$ cat config.mk
export PLATFORM = sky130hd
export DESIGN_NAME = fetch_buffer
export DESIGN_NICKNAME = d
export VERILOG_FILES = /design/src/rtl/fetch_buffer.sv
export SDC_FILE = /design/constraint.sdc
export NUM_CORES = 1
export LEC_CHECK = 0
export BUFFER_PORTS_ARGS = -buffer_cell sky130_fd_sc_hd__buf_4
export CAP_MARGIN = 10
export CORE_ASPECT_RATIO = 1.2
export CORE_MARGIN = 2
export CORE_UTILIZATION = 50
export CTS_BUF_LIST = sky130_fd_sc_hd__clkbuf_4
export DETAILED_ROUTE_END_ITERATION = 6
export PLACE_DENSITY = 0.71
export SYNTH_ARGS = -nofsm -noshare
export SYNTH_HDL_FRONTEND = slang
export SYNTH_SLANG_ARGS = --single-unit
$ cat constraint.sdc
create_clock -name clk -period 2.97 [get_ports clk]
set_input_delay 0 -clock clk [delete_from_list [all_inputs] [get_ports clk]]
set_output_delay 0 -clock clk [all_outputs]
set_load 0.005 [all_outputs]
$ cat src/rtl/fetch_buffer.sv
// Fetch buffer: FIFO of (pc, instruction) pairs between fetch and decode.
// Optional same-cycle fall-through when empty: define FETCH_BUFFER_BYPASS_EN.
module fetch_buffer #(
    parameter int DEPTH = 4,
    parameter int WIDTH = 32
) (
    input  logic                     clk,
    input  logic                     rst,
    input  logic [WIDTH-1:0]         pcIn,
    input  logic [WIDTH-1:0]         instrIn,
    input  logic                     inValid,
    output logic                     inReady,
    output logic [WIDTH-1:0]         pcOut,
    output logic [WIDTH-1:0]         instrOut,
    output logic                     outValid,
    input  logic                     outReady,
    input  logic                     flush,
    output logic [$clog2(DEPTH):0]   count
);

    localparam int AW = $clog2(DEPTH);
    localparam int CW = AW + 1;
    localparam logic [CW-1:0] FULL = CW'(DEPTH);

    logic [WIDTH-1:0] pc_mem    [DEPTH];
    logic [WIDTH-1:0] instr_mem [DEPTH];
    logic [AW-1:0]    wr_ptr;
    logic [AW-1:0]    rd_ptr;

    logic stored;
    logic bypass;
    logic push;
    logic pop;

    always_comb begin
        stored  = (count != '0);
        inReady = (count < FULL);
        bypass  = 1'b0;
`ifdef FETCH_BUFFER_BYPASS_EN
        bypass  = !stored && inValid && !flush;
`endif
        outValid = stored || bypass;
        pcOut    = '0;
        instrOut = '0;
        if (stored) begin
            pcOut    = pc_mem[rd_ptr];
            instrOut = instr_mem[rd_ptr];
        end else if (bypass) begin
            pcOut    = pcIn;
            instrOut = instrIn;
        end
        // A fall-through entry taken by decode is never written.
        push = inValid && inReady && !(bypass && outReady);
        pop  = stored && outReady;
    end

    always_ff @(posedge clk) begin
        if (rst || flush) begin
            count  <= '0;
            wr_ptr <= '0;
            rd_ptr <= '0;
        end else begin
            if (push) begin
                wr_ptr <= wr_ptr + 1'b1;
            end
            if (pop) begin
                rd_ptr <= rd_ptr + 1'b1;
            end
            unique case ({push, pop})
                2'b10:   count <= count + 1'b1;
                2'b01:   count <= count - 1'b1;
                default: count <= count;
            endcase
        end
    end

    always_ff @(posedge clk) begin
        if (!rst && !flush && push) begin
            pc_mem[wr_ptr]    <= pcIn;
            instr_mem[wr_ptr] <= instrIn;
        end
    end

endmodule
---- After elaboration in Yosys (flattened, before gate mapping) ----
Memories as Yosys holds them, arrays and structs flattened. A register that Yosys moved wholly into a read port is not among the register bits.
Cells that the tools add are included.
W data, S select, Z words.
word-level totals
  RAM bits ................................ 256
  register bits ........................... 7
  logic and storage cells ................. 30
  memories ................................ 2
  output and inout port bits .............. 69
  input bits .............................. 69
memory list
  memory     depth  bits a word  read ports  clocked after Yosys merged registers in  wr ports  line  source
  instr_mem  4      32           1           1                                        1         26    logic [WIDTH-1:0] instr_mem [DEPTH];
  pc_mem     4      32           1           1                                        1         25    logic [WIDTH-1:0] pc_mem [DEPTH];
cells by class
  equal/unequal tests ..................... 2
  reduce and logical (&&, ||, !) cells .... 9
  add/sub/neg operators ................... 4
  muxes and demuxes ....................... 9
  order comparisons ....................... 1
operators with widths
  cell                   number
  $mux W32               2
  $mux W2                4
  $pmux W3 S2            1
  $add A2 B1 Y2 const B  2
  $logic_and A1 B1 Y1    4
  $add A3 B1 Y3 const B  1
  $lt A3 B3 Y1 const B   1
  $reduce_bool A3 Y1     1
  $sub A3 B1 Y3 const B  1
  $eq A2 B1 Y1 const B   1
  $eq A2 B2 Y1 const B   1
  $logic_not A1 Y1       2
  $mux W1                2
  $reduce_bool A2 Y1     1
  $logic_or A1 B1 Y1     1

---- Logic depth before layout (Yosys ltp) ----
Gate-level depths: netlist (run 1).
  depth after elaboration ................. 5
  depth in mapped cells ................... 9

---- Worst setup path before layout (run 1) ----
OpenSTA, ideal clock, no wires.
  path type ............................... flip-flop to flip-flop
  start ................................... reg count[2]
  end ..................................... mem instr_mem[0][0] (enable)
  period minus slack after synthesis ...... 2697 ps
  data arrival time ....................... 2268 ps
  stages on the path, launching flop included .. 4
  library setup time ...................... 429 ps
  setup slack ............................. 273 ps
  buffers on the path ..................... 1
  path through ............................ dfxtp_1 > nor2b_1 > clkbuf_1 > and3_1
on the way
  word-level cells in the longest chain between the ends .. 5
ends and longest elaborated chain
  element                        line  source
  from (decl)                    18    output logic [$clog2(DEPTH):0] count
  from (signal assigned)         70    2'b10: count <= count + 1'b1;
  from (signal assigned)         71    2'b01: count <= count - 1'b1;
  from (signal assigned)         72    default: count <= count;
  $lt A3 B3 Y1                   37    inReady = (count < FULL);
  $logic_and A1 B1 Y1            53    push = inValid && inReady && !(bypass && outReady);
  $logic_and A1 B1 Y1            78    if (!rst && !flush && push) begin
  $mux W1                        78
  $mux W1 (implied by the code)  80    instr_mem[wr_ptr] <= instrIn;
  to (decl)                      26
No other way between the ends.

==> results.tsv, run 1 <==
metric	value	unit
dominant synthesized flop cell	edfxtp_1	
DRC Markers	0	
clock transition at the registers of the reported paths	0.08	ns
count of different cell masters after synthesis	26	
unrepaired setup endpoints after global routing	false	
hpwl dp	11000	um
max-slew violation count	0	
Post-Synth XOR/XNOR Area	0.429	%
clock sink total	265	
crit path launch type	flop	
asr flop ratio synth	0	%
Die X	134	um
cts repair resizes	0	
Starting Density	50.7	%
Clock Tree Buf Depth	3	
VDD IR max	0.000327	V
Port-buffer cells	137	
# rows	57	
Leak	0.00457	uW
vias per std cell	5.10	
Post-Route WL	19000	um
nets@finish	787	
Setup crit end kind	output pin	
Synth area leader	edfxtp_1	
Synth Area in Adders	0.809	%
crit path kind	reg -> out	
share of the synthesized area in the top cell type	75.3	%
Routed Antenna Nets	0	
drt initial violations	283	
Pwr Total	7570	uW
CTS buffer count	60	
post-synthesis sequential area ratio	77.1	%
Core Area	20100	um2
final hold slack	0.0839	ns
Synthesized Nets	533	
P&R area growth vs syn	27.9	%
register bit total from synthesis	265	
first-pass GRT wire length	29800	um
Hold WC Path Type	in -> reg	
mapped cell area	10200	um2
critical-path cell list	buf_4 -> mux4_2 -> and2_1 -> buf_4	
Worst slew margin	37.0	%
die area	21600	um2
Crit Path Max Fanout	18	
Fin Clk Skew	0.0182	ns
P per Cell Area	580	nW/um2
TritonCTS clock tree	built	
RePlAce Congestion	0.743	
Tot GR Track Use	18.0	%
Tcrit/Tclk final	83.3	%
share of cells above drive strength 1	39.9	%
DR WL/cell	18.5	um
final setup vio count	0	
CP Data Arrival Time	2.47	ns
most frequent cell after synthesis	edfxtp_1	
CTS Root Cell	clkbuf_4	
vias in the first global route	5822	
syn_area_per_cell	22.3	um2
main combinational cell family by area after synthesis	multiplexers	
ranking of synthesized cells by area	edfxtp_1 75%, mux4_2 13%, and2_1 3.9%	
post-synthesis mux area share	14.4	%
Post-CTS Hold Buffers	70	
Min Clock Period, post-route	2.47	ns
slowest CP cell	dfxtp_4	
Die H	160	um
Max-Cap Viols	0	
IO Pins	138	
worst skew pair latency	0.66	ns
grt ovf	0	
most frequent CP cell	buf_4	
Post-synth EDFFs	256	
via count	5239	
DRT Pass-1 Iters	4	
Worst-Margin Slew	0.945	ns
H-tree levels	2	
Fin Setup TNS	0	ns
Synth Instances	458	
final hold vios	0	
Synth warnings	0	
Crit path largest cell delay	0.58	ns
largest net degree at the start of global routing	66	
Worst EP required	2.97	ns
status	finished, final reports clean	
Synth Area in Simple Gates	4.73	%
Post-CTS Setup Bufs	0	
Achievable Freq	404	MHz
top cells by count, synth	256 x edfxtp_1, 64 x and2_1, 60 x mux4_2	
compound-cell area share of the yosys netlist	0.307	%
initial antenna violation count	1	
==> worst paths after layout <==
| check | slack [ns] | start | end | cells past startpoint |
|---|---|---|---|---|
| hold / removal | 0.08 | pcIn[7] | pc_mem[1][7] | 2 |
| setup reg to reg | 0.78 | count[2] | pc_mem[0][2] | 3 |
| hold reg to reg | 0.55 | rd_ptr[0] | rd_ptr[0] | 2 |
| setup / recovery | 0.50 | flop | pcOut[21] | 4 |
==> routing by layer <==
layer,track usage (%),vias up,routed length [um]
met1,20.9,2642,7420
met3,4.42,34,959
met5,0,-,0
li1,-,2398,-
met4,8.13,0,441
met2,31.7,165,10200
==> worst max-delay path: cells and delay by family, from the launching register on <==
kind / cells / cell delay (ns)
buffers and inverters: 2 / 0.51
AND/OR/NAND/NOR: 1 / 0.20
multiplexers: 1 / 0.53
flip-flops: 1 / 0.58
==> cells in the final DEF, fill, tap and decap left out, types with 2 or more instances in the layout <==
cell           Yosys  layout
edfxtp_1         256     256
buf_4              0     140
clkbuf_4           0      80
dlygate4sd3_1      0      70
and2_1            64      64
mux4_2            60      60
clkinv_1           0      20
nor2_1             9       9
inv_1              8       8
clkinv_2           0       7
dfxtp_1            9       7
ha_1               5       5
buf_12             6       5
mux4_1             4       4
and3_4             0       4
xor2_1             4       4
bufinv_16          0       4
a21oi_1            2       2
dfxtp_4            0       2
==> kinds of logic (layout without fill, tap and decap cells) <==
kind of cell    after synthesis  after routing
compound gates                5              5
mux                          65             65
xor+xnor                      5              5
fa+ha+maj                     6              6
flops                       265            265
buf+inv                      31            334
other cells                   0              1
simple gates                 81             81
==> registers in the layout (all words and copies together) (netlist names), named ones only <==
| signal | flops |
|---|---|
| rd_ptr | 2 |
| pc_mem | 128 |
| wr_ptr | 2 |
| instr_mem | 128 |
| count | 3 |
==> final cells by class <==
| type | count | area (um2) |
|---|---|---|
| fill | 1397 | 7060 |
| sequential | 265 | 7880 |
| multi-input combinational | 162 | 2130 |
| clock inverter | 31 | 230 |
| tap | 265 | 332 |
| clock buffer | 80 | 601 |
| antenna | 1 | 2.50 |
| timing repair buffer | 215 | 1850 |
| inverter | 8 | 30.0 |
==> metrics by stage <==
stage | worst slack, ns | utilization, % | instance area, um2 | std cells
floorplan | 0.273 | - | 10200 | 458
global placement | 0.882 | 57.3 | 11500 | 845
detailed placement | 0.783 | 57.3 | 11500 | 845
CTS | 0.373 | 64.9 | 13100 | 1026
global route | 0.321 | 64.9 | 13100 | 1027
finish | 0.495 | 64.9 | 13100 | 1027
==> power by group <==
group	switching, uW	leakage [uW]	internal (uW)
sequential	15.9	0.00239	4140
clock	1340	0.000483	1620
combinational	194	0.00170	269
Note: power is estimated with default switching activity, not from simulation.
==> run 2, diff against run 1 <==
Clock period 2.97 ns to 2.3 ns, I/O delays scaled along.
==> results.tsv, run 2 (synthesis gave the netlist of run 1 again) <==
metric	value	unit
commonest non-fill, non-tap cell in the layout	edfxtp_1	
Starting Density	50.7	%
unrepaired setup endpoints after global routing	true	
worst skew pair latency	0.67	ns
clock sink total	265	
Die X	134	um
RePlAce Congestion	0.708	
hpwl dp	11700	um
P&R area growth vs syn	29.4	%
biggest regs	instr_mem: 128 flops, pc_mem: 128 flops, count: 3 flops	
Achievable Freq	443	MHz
status	finished, final reports clean	
max-slew violation count	0	
Die H	160	um
Min Clock Period, post-route	2.26	ns
sw power	1990	uW
Fin Clk Skew	0.0301	ns
Routed Antenna Nets	0	
Critical R2R Capture	count[0]	
clock transition at the registers of the reported paths	0.07	ns
crit path launch type	flop	
Tcrit/Tclk final	98.1	%
P per Cell Area	720	nW/um2
share of cells above drive strength 1	42.5	%
H-tree levels	2	
grt ovf	0	
Worst slew margin	67.5	%
Port-buffer cells	137	
DR WL/cell	19.1	um
via count	5301	
final setup vio count	0	
crit path kind	reg -> out	
vias per std cell	5.10	
Leak	0.00464	uW
reg-to-reg startpoint	count[2]	
Final Non-Filler Cells	1039	
first-pass GRT wire length	31000	um
Post-Route WL	19900	um
final worst slack	0.0427	ns
Core Area	20100	um2
TritonCTS clock tree	built	
CTS Root Cell	clkbuf_4	
Crit Path Max Fanout	13	
R2R Setup Slk	0.12	ns
Clock Power Share	36.9	%
VDD IR max	0.000348	V
area occupied by registers	7880	um2
Reg power frac	56.3	%
# rows	57	
Setup crit end kind	output pin	
area of the multi-input gates	2150	um2
filler instances	1426	
Tot GR Track Use	18.9	%
Logic pwr share	6.7	%
Worst-Margin Slew	0.481	ns
drt initial violations	297	
Switching Fraction	20.9	%
worst reg-to-reg path cell count	6	
die area	21600	um2
vias in the first global route	5831	
CP endpoint	pcOut[11]	
DRT Pass-1 Iters	4	
dpl ws	0.313	ns
most frequent cells in the layout	256 x edfxtp_1, 140 x buf_4, 84 x clkbuf_4, 70 x dlygate4sd3_1, 64 x mux4_2	
nets@finish	798	
Hold WC Path Type	in -> reg	
final hold vios	0	
CP Data Arrival Time	2.26	ns
Fin Setup TNS	0	ns
P_int	7530	uW
IO Pins	138	
Worst EP required	2.30	ns
CTS buffer count	60	
final hold slack	0.0832	ns
Clock Tree Buf Depth	3	
DRC Markers	0	
Pwr Total	9510	uW
Inst Count DP	852	
initial antenna violation count	2	
Max-Cap Viols	0	
largest net degree at the start of global routing	48	
run 2: cell type report:
cell class | count | area share, %
flip-flops and latches | 265 | 59.6
multi-input cells | 162 | 16.3
clock inverters | 27 | 1.02
repair buffers | 226 | 15.5
clock buffers | 84 | 4.77
well taps | 265 | 2.51
inverters | 8 | 0.227
diodes | 2 | 0.0379
run 2: routing by layer:
layer	vias up	GRT usage, %	share of wire (%)	routed length, um
met1	2696	23.5	40	8020
li1	2418	-	-	-
met5	-	0	0	0
met3	26	4.45	4.9	976
met2	161	32.6	53	10500
met4	0	6.60	1.8	361
run 2: how the worst min path moves through the flow:
stage / start / end / slack (ns) / cells past startpoint
after floorplan: instrIn[0] / instr_mem[0][0] / 0.1 / 0
after global placement: pcIn[13] / pc_mem[1][13] / 0.20 / 1
after detailed placement: instrIn[9] / instr_mem[2][9] / 0.20 / 1
after CTS: instrIn[27] / instr_mem[0][27] / 0.01 / 2
after global routing: pcIn[9] / pc_mem[2][9] / 0.02 / 2
final: instrIn[27] / instr_mem[0][27] / 0.08 / 2
run 2: stage by stage:
| stage | util, % | instance area, um2 |
|---|---|---|
| after global routing | 65.7 | 13200 |
| after floorplan | - | 10200 |
| after CTS | 65.5 | 13200 |
| final | 65.7 | 13200 |
| after global placement | 57.9 | 11600 |
| after detailed placement | 57.9 | 11600 |
run 2: power by group through the flow:
stage               registers [uW]  logic, uW  clock network, uW
global placement              5460        510                  0
global route                  5360        692               3860
detailed placement            5470        526                  0
floorplan                     5460        215                  0
CTS                           5360        638               3620
finish                        5360        640               3510
run 2: repair_timing:
| item | CTS | global route |
|---|---|---|
| hold buffers | 70 | 0 |
| gates cloned | 1 | 0 |
| hold endpoints to repair | 299 | 0 |
| buffers inserted | 3 | 0 |
| gates resized for setup | 6 | 13 |
| setup endpoints to repair | 64 | 33 |
run 2: worst max-delay path, stage by stage, from the launching register on:
cell	delay (ns)
dfxtp_4	0.45
bufbuf_16	0.35
mux4_2	0.50
and2_1	0.17
buf_4	0.13
==> run 3, diff against run 2 <==
Settings changed: CAP_MARGIN 10 to not set, CORE_UTILIZATION 50 to 55, PLACE_DENSITY 0.71 to 0.77.
==> results.tsv, run 3 (synthesis gave the netlist of run 1 again) <==
metric	value	unit
status	finished, final reports clean	
clock transition at the registers of the reported paths	0.06	ns
Routed Antenna Nets	0	
Tcrit/Tclk final	94.8	%
CTS buffer count	60	
clock sink total	265	
P&R area growth vs syn	28.9	%
VDD IR max	0.000452	V
hold depth	2	
TritonCTS clock tree	built	
final hold vios	0	
Fin Clk Skew	0.0229	ns
Port-buffer cells	137	
Die X	128	um
Inst Count DP	808	
Final Non-Filler Cells	989	
max-slew violation count	0	
Worst Hold End	pc_mem[2][11]	
vias in the first global route	5866	
P per Cell Area	718	nW/um2
DRC Markers	0	
CTS Root Cell	clkbuf_4	
crit path launch type	flop	
RePlAce Congestion	0.781	
IO Pins	138	
grt ovf	0	
most frequent cells in the layout	256 x edfxtp_1, 122 x buf_4, 88 x clkbuf_4, 70 x dlygate4sd3_1, 63 x mux4_2	
CP Data Arrival Time	2.18	ns
family with the most delay on the worst path	multiplexers	
fin area	13200	um2
worst reg-to-reg path cell count	8	
final setup vio count	0	
Max-Cap Viols	0	
drt initial violations	314	
Min Clock Period, post-route	2.18	ns
Crit Path Max Fanout	19	
Hold WC Path Type	in -> reg	
die area	19700	um2
Critical R2R Capture	count[2]	
Worst-Margin Slew	0.607	ns
Crit path largest cell delay	0.56	ns
worst skew pair latency	0.65	ns
commonest non-fill, non-tap cell in the layout	edfxtp_1	
H-tree levels	2	
slowest CP cell	mux4_1	
first-pass GRT wire length	30000	um
biggest regs	instr_mem: 128 flops, pc_mem: 128 flops, count: 3 flops	
reg-to-reg startpoint	count[2]	
Post-Route WL	19500	um
Placed Area	11500	um2
Setup crit end kind	output pin	
Core Area	18200	um2
# rows	54	
Clock Tree Buf Depth	3	
Achievable Freq	459	MHz
via count	5262	
Starting Density	56.1	%
DR WL/cell	19.7	um
DRT Pass-1 Iters	5	
Post-CTS Setup Bufs	0	
Tot GR Track Use	20.0	%
Worst EP required	2.30	ns
largest net degree at the start of global routing	65	
share of cells above drive strength 1	44.2	%
Die H	153	um
unrepaired setup endpoints after global routing	true	
Worst slew margin	59.5	%
R2R Setup Slk	0.20	ns
Leak	0.00463	uW
crit path kind	reg -> out	
nets@finish	792	
initial antenna violation count	2	
worst hold start	pcIn[11]	
hpwl dp	10900	um
vias per std cell	5.32	
filler instances	1105	
critical-path cell list	buf_16 -> mux4_1 -> and2_1 -> buf_4	
WP buf/inv	2	
-- run 3: cell types whose count changed in the layout (fill, tap and decap cells not counted), sizes merged --
cell	change
buf	-5
bufbuf	-1
bufinv	-1
clkbuf	+4
clkinv	-5
clkinvlp	-1
-- run 3: metrics by stage --
step	worst slack (ns)	util [%]	hold WS [ns]	power [uW]	TNS [ns]
after floorplan	0.313	-	0.0989	5680	0
after global routing	-0.00477	72.4	0.0459	9820	-0.00614
final	0.120	72.4	0.0902	9450	0
after CTS	0.00608	71.7	0.0273	9500	0
after detailed placement	0.228	63.5	0.203	5980	0
after global placement	0.425	63.5	0.200	5960	0
-- run 3: timing repair --
item,4_1_cts,5_1_grt
resized for setup,4,45
endpoints found under the hold margin,271,0
gates cloned,1,0
pin swaps,0,11
hold buffers,70,0
setup endpoints to repair,45,29
-- run 3: routing by layer --
layer,share of wire [%],wire (um),GRT usage (%),up-vias
li1,-,-,-,2406
met1,40,7810,24.1,2686
met2,54,10500,35.3,148
met3,4.7,909,4.59,22
met4,1.4,282,7.27,0
met5,0,0,0,-
-- run 3: report_power, final --
group          total, uW  internal, uW  switching [uW]
clock network       3430          1750            1680
registers           5360          5340            17.5
logic                660           394             266
-- run 3: worst max path at each step --
stage | endpoint | cells after the start
final | instrOut[31] | 4
after global routing | instrOut[6] | 4
after CTS | instrOut[13] | 4
after detailed placement | count[2] | 8
after global placement | count[2] | 8
after floorplan | instr_mem[0][0] | 3
-- run 3: cell type report --
cell class / count / area, um2 / area share (%)
tap: 224 / 280 / 2.13
multi-input combinational: 162 / 2190 / 16.6
inverter: 8 / 30.0 / 0.228
sequential: 265 / 7880 / 59.8
antenna: 2 / 5.00 / 0.0380
timing repair buffer: 220 / 2040 / 15.5
clock buffer: 88 / 661 / 5.02
clock inverter: 20 / 77.6 / 0.590
